### src/rtl/demux8x8_collector.sv
// demux8x8_collector
//   Collects eight WIDTH-bit words into slot registers out_0..out_7.
//   Each word is routed either to the slot named by in_sel (mode=0) or to the
//   slot named by the internal pointer ptr (mode=1). Once all eight slots have
//   been written, the frame is held until read_ack releases it.
//
// Ports
//   clk         clock, rising edge
//   reset       asynchronous, active-high reset
//   in_valid    producer offers in_data
//   in_ready    block can accept a word (decoded from FILL state)
//   in_data     word to route
//   in_sel      destination slot in addressed mode
//   mode        0 = addressed (in_sel), 1 = sequential (ptr)
//   read_ack    consumer has taken the complete frame
//   out_0..7    slot registers
//   frame_valid all eight slots written (decoded from FULL state)
//   written     per-slot written flags for the current frame
//   ptr         next slot for sequential mode
module demux8x8_collector #(
  parameter int unsigned WIDTH = 8
) (
  input  logic             clk,
  input  logic             reset,
  input  logic             in_valid,
  output logic             in_ready,
  input  logic [WIDTH-1:0] in_data,
  input  logic [2:0]       in_sel,
  input  logic             mode,
  input  logic             read_ack,
  output logic [WIDTH-1:0] out_0,
  output logic [WIDTH-1:0] out_1,
  output logic [WIDTH-1:0] out_2,
  output logic [WIDTH-1:0] out_3,
  output logic [WIDTH-1:0] out_4,
  output logic [WIDTH-1:0] out_5,
  output logic [WIDTH-1:0] out_6,
  output logic [WIDTH-1:0] out_7,
  output logic             frame_valid,
  output logic [7:0]       written,
  output logic [2:0]       ptr
);

  typedef enum logic {
    S_FILL = 1'b0,
    S_FULL = 1'b1
  } state_t;

  state_t           r_state;
  state_t           w_state_nxt;
  logic [WIDTH-1:0] r_slot [8];
  logic [7:0]       r_written;
  logic [7:0]       w_written_nxt;
  logic [7:0]       w_slot_mask;
  logic [2:0]       r_ptr;
  logic [2:0]       w_ptr_nxt;
  logic [2:0]       w_slot;
  logic             w_xfer;
  logic             w_release;

  always_comb begin
    w_slot        = mode ? r_ptr : in_sel;
    w_slot_mask   = 8'd1 << w_slot;
    w_xfer        = in_valid && (r_state == S_FILL);
    w_release     = read_ack && (r_state == S_FULL);
    w_state_nxt   = r_state;
    w_written_nxt = r_written;
    w_ptr_nxt     = r_ptr;
    if (w_xfer) begin
      w_written_nxt = r_written | w_slot_mask;
      if (mode) begin
        w_ptr_nxt = r_ptr + 3'd1;
      end
      // Go FULL on the same edge as the last missing slot is written.
      if (w_written_nxt == '1) begin
        w_state_nxt = S_FULL;
      end
    end else if (w_release) begin
      w_written_nxt = '0;
      w_ptr_nxt     = '0;
      w_state_nxt   = S_FILL;
    end
  end

  always_ff @(posedge clk or posedge reset) begin
    if (reset) begin
      r_state <= S_FILL;
    end else begin
      r_state <= w_state_nxt;
    end
  end

  always_ff @(posedge clk or posedge reset) begin
    if (reset) begin
      r_written <= '0;
      r_ptr     <= '0;
    end else begin
      r_written <= w_written_nxt;
      r_ptr     <= w_ptr_nxt;
    end
  end

  always_ff @(posedge clk or posedge reset) begin
    if (reset) begin
      for (int unsigned i = 0; i < 8; i++) begin
        r_slot[i] <= '0;
      end
    end else if (w_xfer) begin
      r_slot[w_slot] <= in_data;
    end
  end

  assign in_ready    = (r_state == S_FILL);
  assign frame_valid = (r_state == S_FULL);
  assign written     = r_written;
  assign ptr         = r_ptr;
  assign out_0       = r_slot[0];
  assign out_1       = r_slot[1];
  assign out_2       = r_slot[2];
  assign out_3       = r_slot[3];
  assign out_4       = r_slot[4];
  assign out_5       = r_slot[5];
  assign out_6       = r_slot[6];
  assign out_7       = r_slot[7];

endmodule

### config.mk
export PLATFORM = sky130hd
export DESIGN_NAME = demux8x8_collector
export DESIGN_NICKNAME = d
export VERILOG_FILES = /design/src/rtl/demux8x8_collector.sv
export SDC_FILE = /design/constraint.sdc
export NUM_CORES = 1
export LEC_CHECK = 0
export BUFFER_PORTS_ARGS = -buffer_cell sky130_fd_sc_hd__buf_2
export CAP_MARGIN = 20
export CORE_ASPECT_RATIO = 1.1
export CORE_UTILIZATION = 54
export DETAILED_ROUTE_END_ITERATION = 10
export PLACE_DENSITY = 0.83
export SYNTH_ARGS = -nofsm -noshare
export SYNTH_HDL_FRONTEND = slang
export SYNTH_SLANG_ARGS = --single-unit
### constraint.sdc
create_clock -name clk -period 6.7 [get_ports clk]
set_clock_uncertainty 0.1 [all_clocks]
set_input_delay 1.005 -clock clk [delete_from_list [all_inputs] [get_ports clk]]
set_output_delay 1.005 -clock clk [all_outputs]
set_load 0.05 [all_outputs]
# After elaboration in Yosys (flattened, before gate mapping)
# Cells that the tools add are included.
# word_totals
ff_bits,76
input_bits,16
out_inout_bits,77
# op_classes
add_sub_neg,1
magnitude_cmp,2
n_eq_ne,3
shifts,1
mux,12
bitwise_logic,3
n_reduce_logical,6
# ops
operator,count
bitwise mux 64 bit,1
demux 8 bit (select 3 bit),1
two-way mux 8 bit,3
two-way mux 3 bit,4
== test 8 bit (second input constant),1
OR 8 bit,1
<< shifter 1 x 3 -> 8 bit (first input constant),1
>= comparator 4 bit (second input constant),1
< comparator 4 x 1 -> 1 bit (second input constant),1
NOT 3 -> 4 bit,1
AND reduction 2 bit,2
adder 3 x 1 -> 3 bit (second input constant),1
logical AND 1 bit,3
two-way mux 1 bit,3
inequality test 2 x 1 -> 1 bit (second input constant),1
inequality test 2 bit (second input constant),1
nonzero test 2 bit,1
NOT 1 bit,1

# Depth between registers and ports, before layout
# Gate-level depths: netlist of the first run.
# depth
word_depth,7
ltp_mapped,6

# Least setup slack after synthesis of the first run
# Ideal clock, no wire load.
# synth_path
path_kind,input to register
start,input mode
end,"register r_slot, in the netlist out_3[1]"
setup_time_ns,0.125
arrival_ns,2.237
setup_slack_ns,4.238
stages,6
path_cell_list,buf_6 -> mux2i_4 -> and2_2 -> nor2b_1 -> buf_4 -> mux2_2
# synth_between
elab_chain_cells,7
elab_cells_between_ends,8
# synth_rtl
element,line,source
"start, declared",29,"input logic mode,"
two-way mux 3 bit (*),62,w_slot = mode ? r_ptr : in_sel;
NOT 3 -> 4 bit (not written as such) (*),109,r_slot[w_slot] <= in_data;
>= comparator 4 bit (not written as such) / < comparator 4 x 1 -> 1 bit (equally long branches),109,
logical AND 1 bit (not written as such),109,
two-way mux 8 bit (not written as such),109,
demux 8 bit (select 3 bit) (*),109,
bitwise mux 64 bit (*),109,
"end signal, assigned by index",109,
"end, declared",51,logic [WIDTH-1:0] r_slot [8];
# Mark *: on every way between the ends. The rest lies on a longest branch, timed or not.
# A chain may end at the register's enable or synchronous reset.

# Worst setup path after layout of the first run
# layout_path
start,input mode
end,"register r_slot, in the netlist out_3[4]"
# Same word-level chain as after synthesis.

==> metrics.yaml, run 1 <==
status:
  outcome: "finished clean"
clock_tree:
  clockBufferDepth: 2
  worst_skew_pair.late_latency_ns: 0.34
  cts_tree: "done"
  cts_hold_buf: 0
  htree_levels: 3
  clk_pin_slew_ns: 0.07
  clock_sink_count: 76
  cts_root_buf: "clkbuf_8"
  cts_setup_buffers: 0
  cts_resized: 0
  cts_made_buffers: 9
synth:
  synth.net_count: 236
  yosysTopAreaCellShare: 0.590
  ys.warnings.count: 0
  synthTopCellsByArea: "dfrtp_1 (59%), mux2_2 (19%), mux2_4 (3.7%)"
  synth-seq-cells: 76
  synth.avg_cell_area_um2: 14.7
  synth.distinct_cells: 45
  ys_seq_area_frac: 0.590
  syn-cell-area_mm2: 0.00323
  yosysTopAreaCell: "dfrtp_1"
  netlist_instances: 219
sta:
  relSlewSlack: 0.383
  fin_crit_ns: 2.87
  final-max-slew-violation-count: 0
  hold_viol: 0
  max_freq_ghz: 0.349
  tns_ns: 0
  rsz0062_at_grt: "false"
  worst_slew_pin_slew_ns: 0.926
  finalSetupViolations: 0
  min_period_over_period: 0.428
critical_path:
  critical_path_peak_fanout: 16
  worstPathRequired_ns: 6.83
  end_kind: "register"
  worst_ep_arrival_time_ns: 2.99
  regToRegSetupSlack_ns: 4.34
  cp-start-kind: "input port"
  critPathKind: "in2reg"
drt:
  dr_total_vias: 2128
  routedWlPerCell_um: 17.3
  final_antenna_net_count: 0
  drc: 0
  firstDrtPassIters: 5
  wl_mm: 6.85
  via_per_inst: 5.36
  drt-initial-drc-count: 87
global_routing:
  grt_start_max_net_pins: 77
  grt_pass1_wl_mm: 10.9
  grt_overflow: 0
  grt_pass1_vias: 2168
  grt_usage: 0.239
  antenna_found_initial: 0
floorplan:
  dieWidth_um: 75.7
  io_pins: 93
  row_count: 29
  start_util: 0.559
  core_area_mm2: 0.00577
  die-area_mm2: 0.00629
  fp.dieH_um: 83.1
layout:
  area_growth_pct: 23.0
  drive_gt1_frac: 0.578
  fillers: 416
  antenna_cells: 0
  finalNetCount: 333
place:
  port_buffers: 92
  place_congestion: 0.814
  hpwlAfterDp_mm: 4.60
worst_hold_path:
  hp-class: "reg2reg"
flow_run:
  maxCapViolations: 0
==> layout make-up <==
cell class                      count  area [um2]  area share
Clock buffer                       10         138      0.0347
Clock inverter                      5         100      0.0252
Inverter                            4        15.0     0.00378
Multi-Input combinational cell    132        1250       0.315
Sequential cell                    76        1900       0.479
Tap cell                           77        96.3      0.0243
Timing Repair Buffer               93         468       0.118
==> through the flow <==
stage	utilization	instance area, um2	hold slack [ns]	setup slack, ns	std cells
after floorplan	-	3230	0.662	3.66	219
after global placement	0.647	3730	0.364	3.55	382
after detailed placement	0.647	3730	0.378	3.44	382
after CTS	0.688	3970	0.402	3.82	397
after global routing	0.688	3970	0.413	3.70	397
final	0.688	3970	0.390	3.83	397
==> sequential cells by signal, summed over array words and instances, names as in the netlist <==
signal and count:
frame_valid 1, out_0 8, out_1 8, out_2 8, out_3 8, out_4 8, out_5 8, out_6 8
out_7 8, ptr 3, written 8
==> metal layers <==
metal  vias up  routed length, um  track usage  share of wire
li1        977                  -            -              -
met1      1071               2970        0.316           0.43
met2        69               3350        0.371           0.49
met3        11                419       0.0631          0.061
met4         0                108       0.0993          0.016
met5         -                  0            0              0
==> cells in the final DEF, fill, tap and decap left out, types with 2 or more instances in the layout <==
cell type,netlist,final
clkinv_2,0,2
dfrtp_1,76,76
and3b_1,3,3
nand2_1,16,16
bufinv_16,0,3
o22ai_1,3,3
inv_1,4,3
nor2b_1,3,3
mux2i_1,2,2
clkbuf_8,0,10
xor2_1,2,2
nand2b_4,2,2
a21o_1,4,4
buf_2,2,92
nand2b_1,2,2
nor2_2,3,3
mux2_4,8,8
o211ai_1,2,2
mux2_2,55,55
o311a_1,2,2
a21oi_1,2,2
==> worst paths after layout <==
path	cells past startpoint	from	endpoint
max	5	mode	out_3[4]
min	1	out_3[0]	out_3[0]
max reg2reg	4	frame_valid	out_3[4]
min reg2reg	1	out_3[0]	out_3[0]
max in group asynchronous	3	reset	out_6[6]
min in group asynchronous	3	reset	out_0[3]
==> worst max-delay path, stage by stage <==
cell and delay (ns):
buf_2 0.28, mux2i_4 0.37, and2_2 0.25, nor2b_1 0.66, mux2_2 0.42
==> cell usage after synthesis, drive strengths merged <==
cell,count
and3b,3
xor2,2
o311a,2
nand2b,4
nand4b,1
a21o,4
nand2,16
nand3b,1
o211ai,2
inv,4
mux2,64
o221ai,1
o41ai,1
or2,1
mux2i,3
clkbuf,1
or3b,1
nor3b,3
nand3,1
nor3,1
and2,2
ha,1
a21oi,2
nor2,5
buf,6
a221oi,1
nand4,1
o21ai,1
dfrtp,76
a31oi,1
nor2b,3
o211a,1
o22ai,3
==> kinds of logic (layout without fill, tap and decap cells) <==
logic type / after synthesis / count (layout) / share of synthesized area
flip-flops: 76 / 76 / 0.590
multiplexers: 67 / 67 / 0.246
AND/OR/NAND/NOR: 43 / 43 / 0.0873
AO/OA/AOI/OAI: 19 / 19 / 0.0450
buffers and inverters: 11 / 112 / 0.0229
XOR/XNOR: 2 / 2 / 0.00543
adder cells (fa/ha/maj): 1 / 1 / 0.00388
Power of run 1 is left out: the tool's default activity adds up to more than one toggle a clock period on the data nets, which glitch-free logic cannot reach.
==> inputs of run 2 (changes only) <==
Settings changed: ABC_AREA set to 1, CORE_UTILIZATION 54 to 47, PLACE_DENSITY 0.83 to 0.76.
Clock period 6.7 ns to 2.4 ns, I/O delays scaled along.
==> metrics.yaml, run 2 <==
clock_tree:
  worst_skew_pair.late_latency_ns: 0.34
  cts_tree: "done"
  cts_root_buf: "clkbuf_8"
  cts_resized: 0
  htree_levels: 3
  cts_hold_buf: 0
  clock_sink_count: 76
  cts_setup_buffers: 0
  cts_made_buffers: 9
  clk_pin_slew_ns: 0.08
  clockBufferDepth: 2
global_routing:
  grt_usage: 0.221
  grt_start_max_net_pins: 77
  antenna_found_initial: 0
  grt_pass1_wl_mm: 11.6
  grt_overflow: 0
  grt_pass1_vias: 2253
sta:
  rsz0062_at_grt: "false"
  hold_viol: 11
  max_freq_ghz: 0.653
  tns_ns: 0
  min_period_over_period: 0.638
  worst_slew_pin_slew_ns: 0.465
  final-max-slew-violation-count: 0
  finalSetupViolations: 0
  relSlewSlack: 0.690
  fin_crit_ns: 1.53
  fin_hold_ws_ns: -0.0140
layout:
  final_cell_mix: "buf_2 (92), nand2_1 (89), dfrtp_1 (76), o21ai_1 (50), inv_1 (24)"
  drive_gt1_frac: 0.361
  regArea_mm2: 0.00190
  final_cell_count_no_fill: 495
  area_growth_pct: 20.8
  fillers: 598
  finalNetCount: 425
  multi_input_area_mm2: 0.00116
  antenna_cells: 0
  layout_commonest_cell: "buf_2"
synth:
  synth-seq-cells: 76
  ys.flop_type: "dfrtp_1"
  yosysTopAreaCellShare: 0.579
  synth.distinct_cells: 20
  ys_top_cells_by_count: "nand2_1 (89), dfrtp_1 (76), o21ai_1 (50)"
  synth_edf_count: 0
  synthTopCellsByArea: "dfrtp_1 (58%), nand2_1 (10%), o21ai_1 (7.6%)"
  synth.net_count: 330
  async_flop_share: 1.00
  netlist_instances: 313
  syn-cell-area_mm2: 0.00328
  synth.avg_cell_area_um2: 10.5
  yosysTopAreaCell: "dfrtp_1"
  ys_seq_area_frac: 0.579
  ys.warnings.count: 0
  yosysMostFrequentCell: "nand2_1"
critical_path:
  regToRegSetupSlack_ns: 0.90
  ff2ff_path_depth: 7
  slowest_stage: "dfrtp_1"
  max_stage_delay_ns: 0.42
  cp_cell_sequence: "inv_1 > buf_2"
  timing.rr.start: "ptr[0]"
  crit_buf_inv: 2
  critPathKind: "reg2out"
  crit_start: "frame_valid"
  path_delay_family: "flip-flops"
  end_kind: "primary output"
  cp-start-kind: "register"
  critical_path_peak_fanout: 5
  worst_ep_arrival_time_ns: 1.07
  worstPathRequired_ns: 1.94
  r2r-end: "out_3[1]"
status:
  violations: "negative hold slack"
  outcome: "finished with violations"
worst_hold_path:
  hp-class: "in2async"
drt:
  dr_wl_met3_um: 271
  dr_total_vias: 2429
  wl_met2_mm: 3.70
  final_antenna_net_count: 0
  via_per_inst: 4.91
  wl_met1_mm: 3.34
  routedWlPerCell_um: 15.0
  drt-initial-drc-count: 157
  drc: 0
  wl_mm: 7.41
  top_layer: "met4"
  firstDrtPassIters: 4
floorplan:
  die-area_mm2: 0.00733
  fp.dieH_um: 89.7
  io_pins: 93
  start_util: 0.492
  row_count: 31
  core_area_mm2: 0.00667
  dieWidth_um: 81.7
place:
  port_buffers: 92
  place_congestion: 0.773
  dp_cells: 479
  hpwlAfterDp_mm: 5.14
flow_run:
  maxCapViolations: 0
## run 2: kinds of logic (layout without fill, tap and decap cells)
kind of cell    after synthesis  count (layout)  synth area share
simple gates                124             124             0.221
compound gates               75              75             0.130
fa+ha+maj                     1               1           0.00381
flops                        76              76             0.579
buf+inv                      37             137            0.0663
## run 2: worst max path at each step
stage                   to  slack, ns  cells after the start
4_1_cts           in_ready       0.85                      2
3_3_place_gp      out_3[2]       0.84                      8
2_1_floorplan  frame_valid      0.002                      1
5_1_grt           out_3[6]       0.78                      7
6_report          in_ready       0.87                      2
3_5_place_dp      out_3[1]       0.79                      8
## run 2: area by class of cell
type | count | share of cell area
flip-flops and latches | 76 | 0.479
multi-input cells | 200 | 0.294
repair buffers | 94 | 0.123
clock buffers | 13 | 0.0400
inverters | 27 | 0.0274
well taps | 82 | 0.0259
clock inverters | 3 | 0.0110
## run 2: layer usage
metal | global-route usage | vias to the layer above
met2 | 0.353 | 50
met1 | 0.297 | 1163
met4 | 0.0861 | 0
met5 | 0 | -
li1 | - | 1209
met3 | 0.0465 | 7
## run 2: stage by stage
stage / hold WS (ns) / util / worst slack, ns / cell area (um2)
floorplan: 0.491 / - / 0.00167 / 3280
global placement: 0.366 / 0.565 / 0.844 / 3770
detailed placement: 0.371 / 0.565 / 0.788 / 3770
CTS: 0.00992 / 0.595 / 0.855 / 3970
global route: 0.0270 / 0.595 / 0.782 / 3970
finish: -0.0140 / 0.595 / 0.869 / 3970
## run 2: tightest hold or removal path, cell delays in order
cell and delay [ns]:
buf_2 0.10, inv_2 0.06, buf_12 0.34
Power of run 2 is left out for the same reason.
